File: src/rtl/hazard_unit.sv
// Hazard detection and bypass control for the 5-stage pipeline.
// Keeps a private D->E->M->W tag pipeline of in-flight register writes.
module hazard_unit #(
  parameter int         CNT_W    = 16,
  parameter logic [4:0] ZERO_REG = 5'd0
) (
  input  logic             clk,
  input  logic             reset,
  input  logic [4:0]       rs_D,
  input  logic [4:0]       rt_D,
  input  logic [1:0]       tuse_rs_D,
  input  logic [1:0]       tuse_rt_D,
  input  logic [4:0]       WA_D,
  input  logic             RegWrite_D,
  input  logic [1:0]       WDSrc_D,
  output logic             Stall_FD,
  output logic             DE_clr,
  output logic [1:0]       FwdA_D,
  output logic [1:0]       FwdB_D,
  output logic [1:0]       FwdA_E,
  output logic [1:0]       FwdB_E,
  output logic             FwdRt_M,
  output logic [CNT_W-1:0] stall_cnt
);

  logic       rw_e, rw_m, rw_w;
  logic [4:0] wa_e, wa_m, wa_w;
  logic [1:0] tnew_e, tnew_m;
  logic [4:0] rs_e, rt_e, rt_m;
  logic [1:0] tnew_d;
  logic [1:0] rem_e, rem_m;
  logic       valid_e, valid_m, valid_w;

  function automatic logic [1:0] dec_sat(input logic [1:0] t);
    return (t == 2'd0) ? 2'd0 : t - 2'd1;
  endfunction

  // Reserved source 11 is treated like a load so it can only over-stall.
  always_comb begin
    tnew_d = 2'd3;
    case (WDSrc_D)
      2'b00:   tnew_d = 2'd2;
      2'b10:   tnew_d = 2'd1;
      default: tnew_d = 2'd3;
    endcase
  end

  // Cycles still needed before the producer's value exists; 0 = forwardable.
  assign rem_e   = dec_sat(tnew_e);
  assign rem_m   = dec_sat(tnew_m);
  assign valid_e = rw_e && (wa_e != ZERO_REG);
  assign valid_m = rw_m && (wa_m != ZERO_REG);
  assign valid_w = rw_w && (wa_w != ZERO_REG);

  function automatic logic op_stall(input logic [4:0] r, input logic [1:0] tuse);
    logic s;
    s = 1'b0;
    if (tuse != 2'd3) begin
      if (valid_e && (wa_e == r))      s = (rem_e > tuse);
      else if (valid_m && (wa_m == r)) s = (rem_m > tuse);
    end
    return s;
  endfunction

  // The youngest match decides; a match that is not ready yields 0 and relies on the stall.
  function automatic logic [1:0] fwd_d(input logic [4:0] r);
    logic [1:0] f;
    f = 2'd0;
    if (valid_e && (wa_e == r))      f = (rem_e == 2'd0) ? 2'd3 : 2'd0;
    else if (valid_m && (wa_m == r)) f = (rem_m == 2'd0) ? 2'd2 : 2'd0;
    else if (valid_w && (wa_w == r)) f = 2'd1;
    return f;
  endfunction

  function automatic logic [1:0] fwd_e(input logic [4:0] r);
    logic [1:0] f;
    f = 2'd0;
    if (valid_m && (wa_m == r))      f = (rem_m == 2'd0) ? 2'd2 : 2'd0;
    else if (valid_w && (wa_w == r)) f = 2'd1;
    return f;
  endfunction

  always_comb begin
    Stall_FD = op_stall(rs_D, tuse_rs_D) || op_stall(rt_D, tuse_rt_D);
    DE_clr   = Stall_FD;
    FwdA_D   = fwd_d(rs_D);
    FwdB_D   = fwd_d(rt_D);
    FwdA_E   = fwd_e(rs_e);
    FwdB_E   = fwd_e(rt_e);
    FwdRt_M  = valid_w && (wa_w == rt_m);
  end

  always_ff @(posedge clk or negedge reset) begin
    if (!reset) begin
      rw_e   <= 1'b0;
      wa_e   <= '0;
      tnew_e <= '0;
      rs_e   <= '0;
      rt_e   <= '0;
      rw_m   <= 1'b0;
      wa_m   <= '0;
      tnew_m <= '0;
      rt_m   <= '0;
      rw_w   <= 1'b0;
      wa_w   <= '0;
    end else begin
      if (DE_clr) begin
        rw_e   <= 1'b0;
        wa_e   <= '0;
        tnew_e <= '0;
        rs_e   <= '0;
        rt_e   <= '0;
      end else begin
        rw_e   <= RegWrite_D;
        wa_e   <= WA_D;
        tnew_e <= tnew_d;
        rs_e   <= rs_D;
        rt_e   <= rt_D;
      end
      rw_m   <= rw_e;
      wa_m   <= wa_e;
      tnew_m <= dec_sat(tnew_e);
      rt_m   <= rt_e;
      rw_w   <= rw_m;
      wa_w   <= wa_m;
    end
  end

  always_ff @(posedge clk or negedge reset) begin
    if (!reset)
      stall_cnt <= '0;
    else if (Stall_FD && (stall_cnt != {CNT_W{1'b1}}))
      stall_cnt <= stall_cnt + 1'b1;
  end

endmodule

File: config.mk
export PLATFORM = sky130hd
export DESIGN_NAME = hazard_unit
export DESIGN_NICKNAME = d
export VERILOG_FILES = /design/src/rtl/hazard_unit.sv
export SDC_FILE = /design/constraint.sdc
export NUM_CORES = 1
export LEC_CHECK = 0
export ABC_AREA = 0
export BUFFER_PORTS_ARGS = -buffer_cell sky130_fd_sc_hd__buf_2
export CAP_MARGIN = 10
export CORE_MARGIN = 2
export CORE_UTILIZATION = 55
export DETAILED_ROUTE_END_ITERATION = 10
export GPL_TIMING_DRIVEN = 1
export HOLD_SLACK_MARGIN = 0.02
export PLACE_DENSITY = 0.86
export SETUP_SLACK_MARGIN = 0.5
export SLEW_MARGIN = 20
export SYNTH_ARGS = -nofsm -noshare
export SYNTH_HDL_FRONTEND = slang
export SYNTH_SLANG_ARGS = --single-unit
File: constraint.sdc
create_clock -name clk -period 2.9 [get_ports clk]
set_input_delay 0.145 -clock clk [delete_from_list [all_inputs] [get_ports clk]]
set_output_delay 0.145 -clock clk [all_outputs]
set_load 0.02 [all_outputs]
# After elaboration in Yosys (flattened, before gate mapping)

Index checks and enable logic that the tools add are counted.

$add $sub $neg: 3
$lt $le $gt $ge: 4
Equal/unequal tests: 15
Multiplexer cells: 26
Reductions and logical operators: 24

Operator list:

| operator                | number |
|---|---|
| $eq A5 B5 Y1            | 11 |
| $mux W2                 | 11 |
| $add A16 B1 Y16 const B | 1 |
| $ne A16 B16 Y1 const B  | 1 |
| $logic_and A1 B1 Y1     | 15 |
| $mux W5                 | 3 |
| $reduce_bool A5 Y1      | 3 |
| $mux W1                 | 11 |
| $logic_not A2 Y1        | 5 |
| $gt A2 B2 Y1            | 4 |
| $ne A2 B2 Y1 const B    | 2 |
| $pmux W2 S2             | 1 |
| $sub A2 B1 Y2 const B   | 2 |
| $eq A2 B2 Y1 const B    | 1 |
| $logic_or A1 B1 Y1      | 1 |

Register bits after elaboration: 53
Word-level logic and storage cells: 84

# Longest topological paths before layout

Gate-level depths: netlist of the first run.

Word-level depth: 8
Gate-level depth with buffers: 10
Mapped depth without buffers: 9

# Least setup slack after synthesis of the first run

No wires, ideal clock.

Path type: reg2out
Start: reg wa_m[1]
End: out Stall_FD
Arrival: 2.289 ns
Required time: 2.755 ns
Slack: 0.466 ns
Cell stages (with the launch flop): 10
Path buffers: 3
Cell sequence: dfrtp_1 > buf_2 > or4_1 > o21ai_1 > nor4_1 > a31oi_1 > o32a_4 > clkbuf_1 > inv_1 > buf_4

Word-level cells in the longest chain between the ends: 7
Elaborated cells on any way between the ends: 13

RTL lines:

| item                   | line | RTL |
|---|---|---|
| start, declared        | 27   | `logic [4:0] wa_e, wa_m, wa_w;` |
| start signal, assigned | 121  | `wa_m <= wa_e;` |
| $reduce_bool A5 Y1     | 52   | `assign valid_m = rw_m && (wa_m != ZERO_REG);` |
| $logic_and A1 B1 Y1    | 52   |  |
| $logic_and A1 B1 Y1    | 60   | `else if (valid_m && (wa_m == r)) s = (rem_m > tuse);` |
| $mux W1                | 60   |  |
| $mux W1                | 59   | `if (valid_e && (wa_e == r)) s = (rem_e > tuse);` |
| $mux W1                | 58   | `if (tuse != 2'd3) begin` |
| $logic_or A1 B1 Y1 (*) | 84   | `Stall_FD = op_stall(rs_D, tuse_rs_D) \|\| op_stall(rt_D, tuse_rt_D);` |
| end, declared          | 16   | `output logic Stall_FD,` |

Every way passes the cells marked *; elsewhere a longest branch is shown, timed or not.

# Worst setup path in the final report of the first run

Start: reg wa_w[4]
End: out FwdA_D[0]

Word-level cells in the longest chain between the ends: 6
Elaborated cells on any way between the ends: 7

RTL lines:

| item                    | line | RTL |
|---|---|---|
| start, declared         | 27   |  |
| start signal, assigned  | 125  | `wa_w <= wa_m;` |
| $reduce_bool A5 Y1      | 53   | `assign valid_w = rw_w && (wa_w != ZERO_REG);` |
| $logic_and A1 B1 Y1     | 53   |  |
| $logic_and A1 B1 Y1 (*) | 71   | `else if (valid_w && (wa_w == r)) f = 2'd1;` |
| $mux W1 (*)             | 71   |  |
| $mux W2 (*)             | 70   | `else if (valid_m && (wa_m == r)) f = (rem_m == 2'd0) ? 2'd2 : 2'd0;` |
| $mux W2 (*)             | 69   | `if (valid_e && (wa_e == r)) f = (rem_e == 2'd0) ? 2'd3 : 2'd0;` |
| end, declared           | 18   | `output logic [1:0] FwdA_D,` |

Marked as above.

==> results of run 1 <==
area by class of cell:
type | count | share of cell area [%]
Multi-Input combinational cell | 198 | 43.2
Timing Repair Buffer | 92 | 16.4
Sequential cell | 53 | 35.1
Clock buffer | 7 | 2.01
Inverter | 7 | 0.756
Clock inverter | 1 | 0.197
Tap cell | 70 | 2.30
power by group:
group          internal (mW)  switching, mW  total [mW]  leakage, nW
clock network          0.171          0.247       0.419       0.0385
logic                  0.190          0.236       0.426         1.13
registers              0.802         0.0775       0.880        0.641
per-stage QoR:
step                setup WS [ns]  hold slack (ns)
floorplan                   0.527           -0.151
global placement            0.357            0.260
detailed placement          0.216            0.267
CTS                         0.367           0.0453
global route                0.304           0.0456
finish                      0.358           0.0380
worst paths after layout:
kind / to
max in group asynchronous: wa_m[4]
min in group asynchronous: stall_cnt[0]
max reg2reg: stall_cnt[1]
min reg2reg: wa_m[3]
max: FwdA_D[0]
min: wa_e[3]
placed cells by master, fill, tap and decap left out, drive strengths merged, types with 9 or more instances in the layout:
cell type,instances
and2,18
nor4,9
nand2,14
nand3,13
dfrtp,53
xnor2,23
xor2,45
buf,90
nor2,16
per-layer routing:
metal  wire length, um  GRT usage (%)  up-vias
met1              3210           35.1     1205
met3               394           5.16       35
met5                 0              0        -
met2              4260           51.8      104
met4               434           15.2        0
li1                  -              -     1089
what timing repair did:
item	4_1_cts	5_1_grt
hold buffers	2	0
cloned	3	0
endpoints found under the hold margin	35	0
pin swaps	17	13
buffers inserted	15	17
setup endpoints to repair	24	38
gates resized for setup	51	18
worst reg2reg max path: stages (launching register included):
cell	delay [ns]
dfrtp_1	0.42
buf_4	0.15
xnor2_1	0.15
nand3_1	0.09
or4_4	0.48
a21boi_4	0.18
o32a_4	0.39
a21oi_2	0.17
mux2_2	0.34
sequential cells by signal, indices dropped and copies added, names as in the netlist, 2 cells and up:
name       count
wa_e           5
wa_w           5
stall_cnt     16
tnew_m         2
rs_e           5
tnew_e         2
rt_m           5
rt_e           5
wa_m           5
logic make-up (layout without fill, tap and decap cells):
family / Yosys count / in the layout / share of synthesized area, %
and+or+nand+nor: 98 / 98 / 19.3
xor gates and xnor gates: 68 / 68 / 21.0
DFF: 53 / 53 / 46.8
buffers and inverters: 22 / 107 / 3.54
AOI/OAI and AO/OA: 18 / 20 / 4.29
adders and majority gates: 7 / 7 / 3.09
muxes: 5 / 5 / 1.90
==> flow_summary.yaml, run 1 <==
outcome:
  outcome: "finished, final reports clean"
pwr:
  power.density_nw_per_um2: 453
  peakVddDrop_uv: 323
  p_leak_nw: 1.81
  finalPower_mw: 1.72
finish:
  final_nets: 388
  nFillCells: 325
  seq_area_um2: 1340
  final_cells: 428
  antennaDiodeCount: 0
  fin_area_um2: 3800
  area_delta_synth_final_pct: 34.4
  multiInputGateArea_um2: 1640
  finish.utilization_pct: 75.5
  drive_gt1_share_pct: 39.1
timing:
  timing.fmax_ghz: 0.393
  hold_violations: 0
  fin_setup_tns_ns: 0
  relSlewSlack_pct: 45.7
  rsz0062_at_grt: "yes"
  finalCriticalPeriod_ns: 2.54
  min_period_over_period_pct: 87.7
  final.setup_skew_ns: 0.0109
  setup_viol: 0
  worst_slew_pin_slew_ns: 0.815
  slew_violations: 0
clock_tree:
  cts.htree.levels: 2
  clock_latency_ns: 0.32
  clock_sinks: 53
  cts_root_buf: "clkbuf_8"
  cts_max_path_buffers: 2
  cts_buffers: 5
  clkTransAtPathRegs_ns: 0.10
  cts_tree: "yes"
worst_setup_path:
  cp_num_buf_inv: 2
  r2r_slack_ns: 0.42
  arrival_ns: 2.40
  critPathSlowestCell: "or4_1"
  cp-start-kind: "register"
  critical-path-max-stage-delay_ns: 0.60
  crit_cells: 7
  r2r-start: "wa_e[3]"
  r2r_cells: 8
  crit_path_cell_trace: "buf_12 > xor2_1 > or4_1 > nor4_4 > nand2_1 > o21ai_2 > buf_6"
  end_kind: "output pin"
  crit_type: "reg2out"
  crit_path_start: "wa_w[4]"
  crit_family: "simple AND/OR/NAND/NOR gates"
  cp.required_ns: 2.76
  cp_max_fo: 4
synth:
  syn_nets: 302
  yosys-top-cells-count: "dfrtp_1, xor2_1, xnor2_1, and2_1, nor2_1"
  netlist_instances: 271
  syn-cell-area_um2: 2830
  syn_avg_cell_area_um2: 10.4
  synth_area_leader_cell: "dfrtp_1"
  synth_cell_type_count: 35
  ys_seq_area_share_pct: 46.8
  yosysMostFrequentCell: "dfrtp_1"
  synth-edff-count: 0
  synth_top_area_share_pct: 46.8
  netlist_top_cells_area: "dfrtp_1, xor2_1, xnor2_1"
  ys.flop_type: "dfrtp_1"
  synthArstFlopShare_pct: 100
  yosys_warnings: 0
  ys_ff_latch: 53
floorplan:
  die_y_um: 75.8
  io_pins: 51
  dieArea_um2: 5740
  rows: 26
  coreArea_um2: 5040
  start_util_pct: 56.2
  dieWidth_um: 75.8
grt:
  track_usage_pct: 29.8
  grt_overflow: 0
  grt_first_pass_wirelength_um: 12300
  antenna_found_initial: 0
  grt_max_degree: 36
  grt_pass1_vias: 2373
route:
  vias: 2433
  drt_iter0_drc: 188
  drt-vias-per-instance: 5.68
  wl_um: 8300
  drc_errors: 0
  wl_per_cell_um: 19.4
  ant_nets: 0
  drtPass1Iterations: 4
place:
  hpwl_um: 4730
  gp_congestion: 0.869
  numPortBuffers: 50
  post-place-cells: 383
  placed_area_um2: 3150
job:
  maxCapViolCount: 0
hold_path:
  worstHoldPathType: "in2reg"
  worstHoldPathCells: 2
  hp-start: "WA_D[3]"
Power figures use the tool's default switching activity.
==> inputs of run 2 (changes only) <==
--- a/config.mk
+++ b/config.mk
@@ -7,7 +7,6 @@
 export LEC_CHECK = 0
 export ABC_AREA = 0
 export BUFFER_PORTS_ARGS = -buffer_cell sky130_fd_sc_hd__buf_2
-export CAP_MARGIN = 10
 export CORE_MARGIN = 2
 export CORE_UTILIZATION = 55
 export DETAILED_ROUTE_END_ITERATION = 10
==> constraint.sdc (replaced) <==
create_clock -name clk -period 2.4 [get_ports clk]
set_input_delay 0.12 -clock clk [delete_from_list [all_inputs] [get_ports clk]]
set_output_delay 0.12 -clock clk [all_outputs]
set_load 0.02 [all_outputs]
==> flow_summary.yaml, run 2 (synthesis gave the netlist of run 1 again) <==
outcome:
  outcome: "complete, but fails checks"
  violations: "negative setup slack"
pwr:
  power.density_nw_per_um2: 547
  peakVddDrop_uv: 663
  p_leak_nw: 2.04
  finalPower_mw: 2.32
floorplan:
  die_y_um: 75.8
  dieArea_um2: 5740
  start_util_pct: 56.2
  coreArea_um2: 5040
  io_pins: 51
  dieWidth_um: 75.8
  rows: 26
timing:
  hold_violations: 0
  slew_violations: 0
  timing.hold.ws_ns: 0.0255
  timing.fmax_ghz: 0.367
  fin_setup_tns_ns: -6.63
  setup_viol: 39
  min_period_over_period_pct: 114
  setup_ws_ns: -0.325
  relSlewSlack_pct: 68.9
  worst_slew_pin_slew_ns: 0.466
  rsz0062_at_grt: "yes"
  finalCriticalPeriod_ns: 2.73
  final.setup_skew_ns: 0.0111
place:
  gp_congestion: 0.855
  post-place-cells: 400
  numPortBuffers: 50
  placed_area_um2: 3320
  hpwl_um: 5030
  dp_slack_ns: -0.0441
worst_setup_path:
  arrival_ns: 2.96
  crit_type: "reg2reg"
  cp.required_ns: 2.64
  r2r-start: "tnew_e[1]"
  cp_max_fo: 6
  cp-start-kind: "register"
  r2r_end: "stall_cnt[13]"
  end_kind: "register"
  r2r_cells: 10
  r2r_slack_ns: -0.33
hold_path:
  worstHoldPathCells: 2
  holdPathEnd: "wa_e[4]"
  worstHoldPathType: "in2reg"
  hp-start: "WA_D[4]"
grt:
  grt_first_pass_wirelength_um: 13600
  grt_pass1_vias: 2609
  grt_overflow: 0
  antenna_found_initial: 0
  track_usage_pct: 33.4
  grt_max_degree: 25
finish:
  finish.utilization_pct: 84.0
  most-common-layout-cells: "dfrtp_1, xor2_1, buf_2"
  final_nets: 399
  area_delta_synth_final_pct: 49.7
  drive_gt1_share_pct: 48.2
  largest_register_ffs: 16
  antennaDiodeCount: 0
  fin_area_um2: 4240
  final_cells: 439
  regMostFlops: "stall_cnt"
  layout_commonest_cell: "dfrtp_1"
job:
  maxCapViolCount: 0
route:
  drt-vias-per-instance: 6.26
  wl_per_cell_um: 24.1
  drc_errors: 0
  ant_nets: 0
  vias: 2750
  wl_um: 10600
  drt_iter0_drc: 282
  drtPass1Iterations: 5
clock_tree:
  cts_root_buf: "clkbuf_8"
  cts_buffers: 5
  clkTransAtPathRegs_ns: 0.10
  cts.htree.levels: 2
  clock_latency_ns: 0.32
  cts_tree: "yes"
  clock_sinks: 53
  cts_max_path_buffers: 2
run 2: changes by cell type in the layout (fill, tap and decap cells not counted), moves of 3 or more:
cell     previous run  this run
nor2_4              3         9
nor4_1              5         2
buf_12              1         5
and2_1             18         2
buf_2              42        39
xnor2_1            23        20
dfrtp_1            45        51
buf_4              41        31
nor2_2              6         1
xnor2_2             0         3
and2_4              0        16
buf_6               6        26
nor4_4              4         7
dfrtp_2             8         2
run 2: critical path, stage by stage (launching register included):
cell	delay, ns
dfrtp_1	0.49
and2_1	0.24
ha_1	0.36
a21oi_1	0.10
a21oi_1	0.20
nor2_1	0.08
o32a_4	0.39
buf_12	0.16
buf_8	0.12
nor4b_4	0.25
xor2_1	0.23
run 2: report_power, final:
part | leakage (nW) | internal, mW | switching (mW) | total, mW
sequential | 0.647 | 0.968 | 0.101 | 1.07
combinational | 1.33 | 0.303 | 0.365 | 0.668
clock | 0.0542 | 0.262 | 0.321 | 0.582
total | 2.04 | 1.53 | 0.786 | 2.32
run 2: worst max path at each step:
| stage | start | endpoint | cells after the start |
|---|---|---|---|
| 2_1_floorplan | wa_e[4] | stall_cnt[1] | 8 |
| 3_3_place_gp | wa_e[1] | stall_cnt[13] | 8 |
| 3_5_place_dp | wa_e[2] | stall_cnt[13] | 8 |
| 4_1_cts | wa_m[2] | FwdB_D[0] | 6 |
| 5_1_grt | wa_m[2] | FwdA_D[0] | 9 |
| 6_report | tnew_e[1] | stall_cnt[13] | 10 |
run 2: repair_timing:
action | CTS | global route
setup buffers | 17 | 10
pin swaps | 25 | 18
gates cloned | 2 | 0
hold buffers | 2 | 0
gates resized for setup | 95 | 35
setup endpoints to repair | 45 | 45
hold endpoints to repair | 14 | 0
run 2: routing by layer:
metal,global-route usage [%],up-vias,part of all wire (%)
met2,57.3,244,50
li1,-,1098,-
met5,0,-,0
met4,17.2,0,6.5
met1,39.0,1324,34
met3,7.54,84,9.4
run 2: cell type report:
class	instances	area (um2)
sequential	53	1330
clock buffer	7	96.3
clock inverter	1	5.00
multi-input combinational	196	1810
inverter	7	28.8
timing repair buffer	105	883
fill	208	805
tap	70	87.6
